===== src/rtl/tick_sequencer_pkg.sv =====
// Shared definitions for the tick sequencer: FSM state encoding and tick counter width.
package tick_sequencer_pkg;

    typedef enum logic [1:0] {
        ST_HALT = 2'd0,
        ST_RUN  = 2'd1,
        ST_STEP = 2'd2
    } seq_state_e;

    localparam int TICK_COUNT_W = 32;

endpackage


===== src/rtl/tick_sequencer_divider.sv =====
// Programmable down-counter for the tick divider; expired flags the cycle on which a RUN tick is due.
module tick_sequencer_divider #(
    parameter int unsigned             NR_OF_BITS  = 16,
    parameter logic [NR_OF_BITS-1:0]   RESET_VALUE = '0
) (
    input  logic                  s_clock,
    input  logic                  reset_n,
    input  logic                  load,
    input  logic [NR_OF_BITS-1:0] load_value,
    input  logic                  dec,
    output logic                  expired
);

    logic [NR_OF_BITS-1:0] cnt_reg;

    // load wins over dec; with neither asserted the count holds
    always_ff @(posedge s_clock or negedge reset_n) begin
        if (!reset_n) begin
            cnt_reg <= RESET_VALUE;
        end else if (load) begin
            cnt_reg <= load_value;
        end else if (dec) begin
            cnt_reg <= cnt_reg - NR_OF_BITS'(1);
        end
    end

    assign expired = (cnt_reg == '0);

endmodule


===== src/rtl/tick_sequencer.sv =====
// Run/halt/single-step controller producing the registered core tick, with divider,
// breakpoint halt and a free-running count of issued ticks.
module tick_sequencer
    import tick_sequencer_pkg::*;
#(
    parameter int unsigned           NR_OF_BITS    = 16,
    parameter bit                    START_RUNNING = 1'b1,
    parameter logic [NR_OF_BITS-1:0] RESET_DIVISOR = '0
) (
    input  logic                    s_clock,
    input  logic                    reset_n,
    input  logic [NR_OF_BITS-1:0]   divisor,
    input  logic                    div_load,
    input  logic                    run_req,
    input  logic                    halt_req,
    input  logic                    step_req,
    input  logic                    break_match,
    input  logic                    count_clear,
    output logic                    tick,
    output logic                    running,
    output logic                    break_hit,
    output logic [TICK_COUNT_W-1:0] tick_count
);

    seq_state_e              state_reg, state_next;
    logic                    tick_reg, tick_next;
    logic                    break_hit_reg, break_hit_next;
    logic [NR_OF_BITS-1:0]   divisor_reg;
    logic [TICK_COUNT_W-1:0] tick_count_reg;
    logic                    reload, dec, expired;

    tick_sequencer_divider #(
        .NR_OF_BITS  (NR_OF_BITS),
        .RESET_VALUE (RESET_DIVISOR)
    ) u_divider (
        .s_clock    (s_clock),
        .reset_n    (reset_n),
        .load       (reload | div_load),
        .load_value (div_load ? divisor : divisor_reg),
        .dec        (dec),
        .expired    (expired)
    );

    // Request priority everywhere: halt > step > (break) > run
    always_comb begin
        state_next     = state_reg;
        tick_next      = 1'b0;
        break_hit_next = break_hit_reg;
        reload         = 1'b0;
        dec            = 1'b0;
        case (state_reg)
            ST_HALT: begin
                reload = 1'b1;
                if (!halt_req) begin
                    if (step_req) begin
                        state_next     = ST_STEP;
                        tick_next      = 1'b1;
                        break_hit_next = 1'b0;
                    end else if (run_req) begin
                        state_next     = ST_RUN;
                        break_hit_next = 1'b0;
                    end
                end
            end
            ST_RUN: begin
                if (halt_req) begin
                    state_next = ST_HALT;
                    reload     = 1'b1;
                end else if (step_req) begin
                    state_next = ST_STEP;
                    tick_next  = 1'b1;
                    reload     = 1'b1;
                end else if (tick_reg && break_match) begin
                    state_next     = ST_HALT;
                    break_hit_next = 1'b1;
                    reload         = 1'b1;
                end else if (expired) begin
                    tick_next = 1'b1;
                    reload    = 1'b1;
                end else begin
                    dec = 1'b1;
                end
            end
            ST_STEP: begin
                // the step tick is on the wire this cycle; always fall back to HALT
                state_next = ST_HALT;
                reload     = 1'b1;
                if (break_match) begin
                    break_hit_next = 1'b1;
                end
            end
            default: begin
                state_next = ST_HALT;
                reload     = 1'b1;
            end
        endcase
    end

    always_ff @(posedge s_clock or negedge reset_n) begin
        if (!reset_n) begin
            state_reg      <= START_RUNNING ? ST_RUN : ST_HALT;
            tick_reg       <= 1'b0;
            break_hit_reg  <= 1'b0;
            divisor_reg    <= RESET_DIVISOR;
            tick_count_reg <= '0;
        end else begin
            state_reg     <= state_next;
            tick_reg      <= tick_next;
            break_hit_reg <= break_hit_next;
            if (div_load) begin
                divisor_reg <= divisor;
            end
            if (count_clear) begin
                tick_count_reg <= '0;
            end else if (tick_reg) begin
                tick_count_reg <= tick_count_reg + TICK_COUNT_W'(1);
            end
        end
    end

    assign tick       = tick_reg;
    assign running    = (state_reg == ST_RUN);
    assign break_hit  = break_hit_reg;
    assign tick_count = tick_count_reg;

endmodule

===== config.mk =====
export PLATFORM = sky130hd
export DESIGN_NAME = tick_sequencer
export DESIGN_NICKNAME = d
export VERILOG_FILES = /design/src/rtl/tick_sequencer_pkg.sv /design/src/rtl/tick_sequencer_divider.sv /design/src/rtl/tick_sequencer.sv
export SDC_FILE = /design/constraint.sdc
export NUM_CORES = 1
export LEC_CHECK = 0
export CAP_MARGIN = 5
export CELL_PAD_IN_SITES_DETAIL_PLACEMENT = 1
export CELL_PAD_IN_SITES_GLOBAL_PLACEMENT = 1
export CORE_MARGIN = 2
export CORE_UTILIZATION = 43
export CTS_BUF_LIST = sky130_fd_sc_hd__clkbuf_2 sky130_fd_sc_hd__clkbuf_4 sky130_fd_sc_hd__clkbuf_8
export DETAILED_ROUTE_END_ITERATION = 10
export PLACE_DENSITY_LB_ADDON = 0.1
export SLEW_MARGIN = 20
export SYNTH_ARGS = -nofsm -noshare
export SYNTH_HDL_FRONTEND = slang
export SYNTH_SLANG_ARGS = --single-unit

===== constraint.sdc =====
create_clock -name s_clock -period 3.3 [get_ports s_clock]
set_clock_uncertainty 0.05 [all_clocks]
set_input_delay 0.99 -clock s_clock [delete_from_list [all_inputs] [get_ports s_clock]]
set_output_delay 0.99 -clock s_clock [all_outputs]
set_load 0.01 [all_outputs]

== Yosys cells after proc, flatten, opt, wreduce, memory -nomap -nowiden ==
Cells that the tools add are included.

* Latch bits: 0
* Output and inout bits: 35
* Flip-flop bits (word level): 68
* ROM bits: 0
* Memory bits (writable): 0
* Word-level logic and storage cells: 62
* Memories: 0

* Muxes and demuxes: 36
* Reductions and logical operators: 8
* Bitwise operators: 1
* Add/sub/neg operators: 2
* Shift-type cells: 0
* Eq/ne operators: 9
* $lt $le $gt $ge: 0
* Multipliers: 0
* Divide/modulo/power cells: 0

{| class="wikitable"
|+ Operators with widths
! kind !! count
|-
| $mux 32 || 2
|-
| $mux 16 || 3
|-
| $add 32x1->32 const B || 1
|-
| $mux 1 || 22
|-
| $logic_not 16->1 || 1
|-
| $sub 16x1->16 const B || 1
|-
| $mux 2 || 6
|-
| $ne 2x2->1 const B || 4
|-
| $reduce_and 7->1 || 1
|-
| $ne 4x3->1 const B || 1
|-
| $pmux 2 s2 || 1
|-
| $reduce_bool 2->1 || 2
|-
| $ne 3x3->1 const B || 1
|-
| $pmux 1 s3 || 1
|-
| $reduce_and 3->1 || 1
|-
| $reduce_bool 3->1 || 1
|-
| $eq 2x1->1 const B || 1
|-
| $eq 2x2->1 const B || 1
|-
| $logic_not 2->1 || 1
|-
| $ne 2x1->1 const B || 1
|-
| $pmux 1 s2 || 1
|-
| $logic_and 1x1->1 || 1
|-
| $or 1x1->1 || 1
|}

== Longest topological paths before layout ==
Gate-level depths: netlist of the first run.

* Depth after elaboration: 8
* Depth in mapped cells: 7
* Depth with buffers taken out: 6

== Cells and area by module ==
Synthesis of the first run repeated with hierarchy kept, for this count alone.

* Cell total of the unflattened synthesis: 354
* Area, all modules: 3573.4 um^2

{| class="wikitable"
|+ By module, submodules not included
! module !! cells each !! area an instance (um^2) !! instances !! seq. area each (um^2)
|-
| tick_sequencer || 243 || 2544.9 || 1 || 1302.5
|-
| tick_sequencer_divider || 111 || 1028.5 || 1 || 400.4
|}

== Least setup slack after synthesis of the first run ==
No wires, ideal clock.

* Path kind: in2reg
* Start: input halt_req
* End: register u_divider.cnt_reg[0]
* Setup slack: 679 ps
* Required time: 3125 ps
* Stages on the path: 5
* Path buffers: 2
* Arrival: 2447 ps
* Cell sequence: clkbuf_1 > or4_1 > nor2_2 > buf_4 > mux2_2

* Longest elaborated chain between the ends: 4

{| class="wikitable"
|+ Ends and longest elaborated chain
! item !! RTL line !! text
|-
| start, declared || tick_sequencer.sv:15 || <nowiki>input logic halt_req,</nowiki>
|-
| $mux 1 || tick_sequencer.sv:66 || <nowiki>if (halt_req) begin</nowiki>
|-
| $mux 1 || tick_sequencer.sv:51 || <nowiki>case (state_reg)</nowiki>
|-
| $or 1x1->1 || tick_sequencer.sv:38 || <nowiki>.load (reload | div_load),</nowiki>
|-
| $mux 16 / $reduce_bool 2->1 (equally long branches) || - ||
|-
| end signal, assigned || tick_sequencer_divider.sv:21 || <nowiki>cnt_reg <= load_value;</nowiki>
|-
| end signal, assigned || tick_sequencer_divider.sv:23 || <nowiki>cnt_reg <= cnt_reg - NR_OF_BITS'(1);</nowiki>
|-
| end, declared || tick_sequencer_divider.sv:14 || <nowiki>logic [NR_OF_BITS-1:0] cnt_reg;</nowiki>
|}

Several ways; a longest one is shown, not always the timed one.
A chain may end at the register's enable or synchronous reset.

== Final worst setup path of the first run ==
* Start: register state_reg[0]
* End: output running

* Longest elaborated chain between the ends: 1

{| class="wikitable"
|+ Ends and longest elaborated chain
! item !! RTL line !! text
|-
| start, declared || tick_sequencer.sv:25 || <nowiki>seq_state_e state_reg, state_next;</nowiki>
|-
| start signal, assigned || tick_sequencer.sv:101 || <nowiki>state_reg <= START_RUNNING ? ST_RUN : ST_HALT;</nowiki>
|-
| start signal, assigned || tick_sequencer.sv:107 || <nowiki>state_reg <= state_next;</nowiki>
|-
| $eq 2x1->1 || tick_sequencer.sv:122 || <nowiki>assign running = (state_reg == ST_RUN);</nowiki>
|-
| end, declared || tick_sequencer.sv:20 || <nowiki>output logic running,</nowiki>
|}

No other way between the ends.

==> results of run 1 <==
## cell families (layout without fill, tap and decap cells)
group	after synthesis	after routing
AND/OR/NAND/NOR	119	119
adder cells (fa/ha/maj)	7	7
buffers and inverters	22	94
AO/OA/AOI/OAI	48	48
multiplexers	35	35
flip-flops	68	68
XOR/XNOR	27	27
## worst paths after layout
kind | from | end | slack (ps)
setup / recovery | state_reg[0] | running | 530
hold / removal | divisor_reg[11] | divisor_reg[11] | 450
setup reg to reg | state_reg[0] | u_divider.cnt_reg[5] | 910
hold reg to reg | divisor_reg[11] | divisor_reg[11] | 450
max in group asynchronous | reset_n | tick | 1820
min in group asynchronous | reset_n | tick_count[19] | 770
## synth_stat cells, types with 2 or more instances
cell and n:
and4_1 3, nor3_1 6, a21oi_1 20, o2111ai_1 2
nor2_1 20, ha_1 7, xor2_1 7, nand4_4 2
o31ai_1 10, buf_4 2, nand3_1 11, xnor2_1 20
mux2_2 34, or4_1 12, nand4_1 11, clkbuf_1 6
nand4b_1 6, dfrtp_1 67, o21ai_0 9, buf_6 2
nor4_1 9, nand2_1 15, and3_1 2, inv_1 11
or3_1 8
## worst reg2reg max path, delay by kind of cell, from the launching register on
kind	cells	cell delay, ps
AOI/OAI and AO/OA	1	270
muxes	1	380
adders and majority gates	1	240
buffers and inverters	1	250
DFF	1	580
and+or+nand+nor	2	510
## stage by stage
stage | hold WS, ps | instances | utilization [%] | total power, mW
floorplan | 419 | 326 | - | 1.21
CTS | 452 | 503 | 55.3 | 2.12
global route | 468 | 503 | 55.3 | 2.20
global placement | 432 | 488 | 52.6 | 1.34
detailed placement | 434 | 488 | 52.6 | 1.35
finish | 448 | 503 | 55.3 | 2.10
## power by group through the flow
stage	Sequential (mW)	Combinational, mW	Clock [mW]
after floorplan	0.970	0.235	0
after global placement	0.984	0.352	0
after detailed placement	0.989	0.365	0
after CTS	0.973	0.368	0.779
after global routing	0.983	0.404	0.814
final	0.973	0.361	0.765
## layer usage
| layer | wire length, um | share of wire [%] |
|---|---|---|
| met5 | 0 | 0 |
| met4 | 113 | 1.3 |
| met3 | 210 | 2.4 |
| met2 | 4520 | 52 |
| met1 | 3930 | 45 |
## cell type report
type | instances | area (sq um) | area share, %
clock inverter | 6 | 90.1 | 2.00
timing repair buffer | 68 | 651 | 14.5
inverter | 11 | 41.3 | 0.918
sequential | 68 | 1700 | 37.9
clock buffer | 9 | 124 | 2.76
multi-input combinational | 236 | 1760 | 39.0
tap | 105 | 131 | 2.92
## cell usage in the layout, fill, tap and decap left out, drive strengths merged, types with 7 or more instances in the layout
cell type / count
xor2: 7
or3: 9
inv: 11
nor4: 10
nor3: 7
clkbuf: 9
o21ai: 9
clkdlybuf4s50: 57
buf: 11
nand4: 14
xnor2: 20
o31ai: 10
nand3: 11
dfrtp: 67
ha: 7
nor2: 21
or4: 13
a21oi: 20
nand2: 15
mux2: 34
==> qor.yml, run 1 <==
pwr:
  ir_drop_uv: 266
  p_per_area_nw_per_um2: 467
  switchingPower_uw: 578
  p_seq_share_pct: 46.3
  p_leak_nw: 1.73
  switching_share_pct: 27.5
  clockPowerShare_pct: 36.5
  p_comb_share_pct: 17.2
  internal_power_mw: 1.52
detailed_routing:
  drt.antenna.violating_nets: 0
  avgRoutedWirePerCell_um: 17.4
  drc: 0
  drt_iter0_drc: 80
  vias_per_cell: 5.65
  vias: 2842
  wl_um: 8770
  dr.pass1.iters: 4
grt:
  grt_max_degree: 69
  grt_util_met3_pct: 2.85
  grt_antenna_before_repair: 0
  grt_util_met1_pct: 26.0
  grt_pass1_vias: 2988
  met2_usage_pct: 37.2
  gr-total-overflow: 0
  busiest_layer: "met2"
  grt_first_pass_wirelength_um: 14600
  grt_use_total_pct: 21.0
cts:
  cts_hold_buf: 0
  cts_buffers: 9
  clk_latency_ps: 350
  cts_resized: 0
  path_clk_slew_ps: 80
  cts_tree: "yes"
  htree_levels: 3
  post_cts_buffers: 0
  root_buffer: "clkbuf_8"
  clock_path_buffers: 2
  cts_sinks: 68
setup_path:
  critPathMaxFanout: 5
  path_cells: "ha_1, clkdlybuf4s50_1"
  cp_data_required_time_ps: 2260
  cpLargestDelayFamily: "flip-flops"
  r2r_cells: 6
  startpoint_type: "flop"
  timing_worst_setup_path_type: "reg -> out"
  crit_arrival_ps: 1730
  slowest_stage: "dfstp_2"
  crit_buf_inv: 1
  max_stage_delay_ps: 580
  worstSetupPathDepth: 2
  cp-end-kind: "primary output"
timing:
  fin_ws_ps: 532
  finalHoldViolCount: 0
  setup_viol: 0
  period_share_pct: 83.9
  rsz0062_at_grt: "false"
  maxSlewViolCount: 0
  max_slew.worst_pin.slew_ps: 888
  finalCriticalPeriod_ps: 2770
  fmax_ghz: 0.361
  fin_setup_tns_ps: 0
  relSlewSlack_pct: 40.8
logic_synthesis:
  synth_fp_nets: 357
  netlist_area_sq_um: 3560
  synth_compound_area_share_pct: 8.35
  syn_inst: 326
  synth_xor_area_share_pct: 6.63
  ys_top_cells_by_area: "dfrtp_1, mux2_2, xnor2_1"
  synth.area.mux_share_pct: 11.0
  ys_seq_area_share_pct: 47.8
  synth-simple-area-share_pct: 20.8
  synthArstFlopShare_pct: 100
  synth-seq-cells: 68
  ys.flop_type: "dfrtp_1"
  synth_cell_types: 49
  yosys_warnings: 0
  yosysTopAreaCell: "dfrtp_1"
  synth.avg_cell_area_sq_um: 10.9
  synth_edf_count: 0
  synth_fa_ha_area_share_pct: 2.46
  synth_top_area_share_pct: 47.0
  synth_top_family_by_area: "simple AND/OR/NAND/NOR gates"
final_layout:
  n_fill_cell: 885
  final_layout_size_suffix_gt1_share_pct: 17.8
  largest_reg_flops: 32
  layout.nets: 425
  antenna_cells: 0
  synthToLayoutAreaGrowth_pct: 26.1
  final_cell_area_sq_um: 4500
floorplan:
  initial_core_util_pct: 43.8
  die_x_um: 95.1
  core_sq_um: 8130
  die_h_um: 95.1
  io_pins: 59
  rows: 33
  die_area_sq_um: 9030
place:
  hpwl_um: 6040
  gp_congestion: 0.843
  place_ws_ps: 239
  placed_area_sq_um: 4280
  portBuffers: 58
run_status:
  status: "completed"
flow_run:
  max_cap_violations: 0
worst_hold_path:
  hold_depth: 1
  worstHoldPathType: "reg -> reg"
Note: power is estimated with default switching activity, not from simulation.
==> inputs of run 2 (changes only) <==
clock period = 2.87 ns   (was 3.3 ns; I/O delays follow)
==> run 2 against run 1 <==
  * Hold slack worse by 150 ps
  * Non-clock buffer count is 7 higher
  * Wire length is 2.6% lower
  * Utilization is 0.49 points higher
  * Combinational power is 17% higher
  * Critical path type unchanged
  * Largest power group unchanged
  * Total power is 7.1% higher
  * Cell count is 1.6% higher
  * Sequential cell count stayed put
  * Register-to-register slack worse by 360 ps
  * Sequential share of layout area is 0.33 points lower
  * First-iteration DRC count is 7.5% higher
  * Highest routed layer unchanged
  * Global-route usage is 0.55 points lower
==> qor.yml, run 2 (same netlist as run 1, synthesis figures left out) <==
floorplan:
  initial_core_util_pct: 43.8
  die_area_sq_um: 9030
  core_sq_um: 8130
  die_x_um: 95.1
  rows: 33
  io_pins: 59
  die_h_um: 95.1
pwr:
  clockPowerShare_pct: 31.5
  p_seq_share_pct: 49.7
  p_comb_share_pct: 18.8
  p_per_area_nw_per_um2: 496
  switching_share_pct: 29.4
  switchingPower_uw: 662
  internal_power_mw: 1.59
  ir_drop_uv: 291
  p_leak_nw: 1.74
grt:
  grt_first_pass_wirelength_um: 14300
  grt_use_total_pct: 20.5
  grt_pass1_vias: 2990
  gr-total-overflow: 0
  grt_antenna_before_repair: 0
  grt_max_degree: 38
timing:
  hold-worst-slack_ps: 302
  fin_ws_ps: 254
  rsz0062_at_grt: "false"
  finalCriticalPeriod_ps: 2620
  setup_viol: 0
  relSlewSlack_pct: 61.1
  max_slew.worst_pin.slew_ps: 579
  finalHoldViolCount: 0
  maxSlewViolCount: 0
  fmax_ghz: 0.382
  period_share_pct: 91.2
final_layout:
  final_cell_area_sq_um: 4540
  synthToLayoutAreaGrowth_pct: 27.2
  layout_commonest_cell: "dfrtp_1"
  final_layout_size_suffix_gt1_share_pct: 19.5
  layout.nets: 432
  largest_reg_flops: 32
  layout_common_cells: "dfrtp_1, clkdlybuf4s50_1, mux2_2"
  n_fill_cell: 893
  antenna_cells: 0
cts:
  cts_resized: 0
  clock_path_buffers: 2
  cts_hold_buf: 0
  root_buffer: "clkbuf_8"
  cts_buffers: 9
  clk_latency_ps: 350
  path_clk_slew_ps: 80
  post_cts_buffers: 0
  cts_tree: "yes"
  cts_sinks: 68
  htree_levels: 3
detailed_routing:
  avgRoutedWirePerCell_um: 16.7
  drt.antenna.violating_nets: 0
  drt_iter0_drc: 86
  vias_per_cell: 5.51
  drc: 0
  vias: 2815
  wl_um: 8540
  dr.pass1.iters: 4
setup_path:
  cp_data_required_time_ps: 1960
  cpLargestDelayFamily: "flip-flops"
  crit_buf_inv: 1
  crit_arrival_ps: 1710
  path_cells: "ha_1, clkdlybuf4s50_1"
  max_stage_delay_ps: 570
  r2r_end: "u_divider.cnt_reg[2]"
  r2r-start: "state_reg[0]"
  critPathMaxFanout: 5
  rrSetupSlack_ps: 550
  cp-end-kind: "primary output"
  slowest_stage: "dfstp_2"
  r2r_cells: 6
  timing_worst_setup_path_type: "reg -> out"
  startpoint_type: "flop"
place:
  hpwl_um: 6350
  place_ws_ps: -55.6
  gp_congestion: 0.799
  placed_area_sq_um: 4360
  portBuffers: 58
run_status:
  status: "completed"
worst_hold_path:
  worstHoldPathType: "in -> async"
flow_run:
  max_cap_violations: 0
==> run 2: changes by cell type in the layout (fill, tap and decap cells not counted), sizes merged <==
cell	delta
clkinvlp	+3
bufinv	-2
inv	+1
buf	+7
clkinv	-1
==> run 2: worst max path at each step <==
stage	startpoint	to	slack, ps	cells after the start
4_1_cts	state_reg[0]	running	240	2
3_5_place_dp	count_clear	tick_count[29]	-60	6
6_report	state_reg[0]	running	250	2
3_3_place_gp	count_clear	tick_count[27]	70	6
2_1_floorplan	halt_req	u_divider.cnt_reg[0]	380	5
5_1_grt	state_reg[0]	running	190	2
==> run 2: power by group through the flow <==
| stage | Sequential [mW] | Clock, mW | Combinational (mW) |
|---|---|---|---|
| after global routing | 1.13 | 0.777 | 0.469 |
| final | 1.12 | 0.709 | 0.423 |
| after detailed placement | 1.14 | 0 | 0.428 |
| after CTS | 1.12 | 0.736 | 0.433 |
| after global placement | 1.13 | 0 | 0.413 |
| after floorplan | 1.12 | 0 | 0.270 |
==> run 2: final cells by class <==
class                      instances  area, sq um  share of cell area (%)
clock buffer                       9          124                    2.73
clock inverter                     7         52.6                    1.16
inverter                          11         41.3                   0.910
multi-input combinational        236         1760                    38.7
sequential                        68         1700                    37.5
tap                              105          131                    2.90
timing repair buffer              75          728                    16.1
==> run 2: per-layer routing <==
metal  part of all wire [%]  GRT usage [%]  vias to the layer above
met1                     42           24.2                     1411
met2                     53           37.0                       38
met4                    1.3           6.04                        0
met5                      0              0                        -
met3                    2.8           4.74                       11
li1                       -              -                     1355
==> run 2: stage by stage <==
| stage | power [mW] | setup TNS (ps) | cells | util (%) |
|---|---|---|---|---|
| 2_1_floorplan | 1.39 | 0 | 326 | - |
| 4_1_cts | 2.29 | 0 | 511 | 55.8 |
| 6_report | 2.25 | 0 | 511 | 55.8 |
| 3_3_place_gp | 1.54 | 0 | 495 | 53.6 |
| 3_5_place_dp | 1.57 | -152 | 495 | 53.6 |
| 5_1_grt | 2.37 | 0 | 511 | 55.8 |
==> inputs of run 3 (changes only) <==
SKIP_LAST_GASP = 1   (was default)
==> results of run 3 <==
Same layout as run 2: the final DEF is identical, and so are final timing and power.
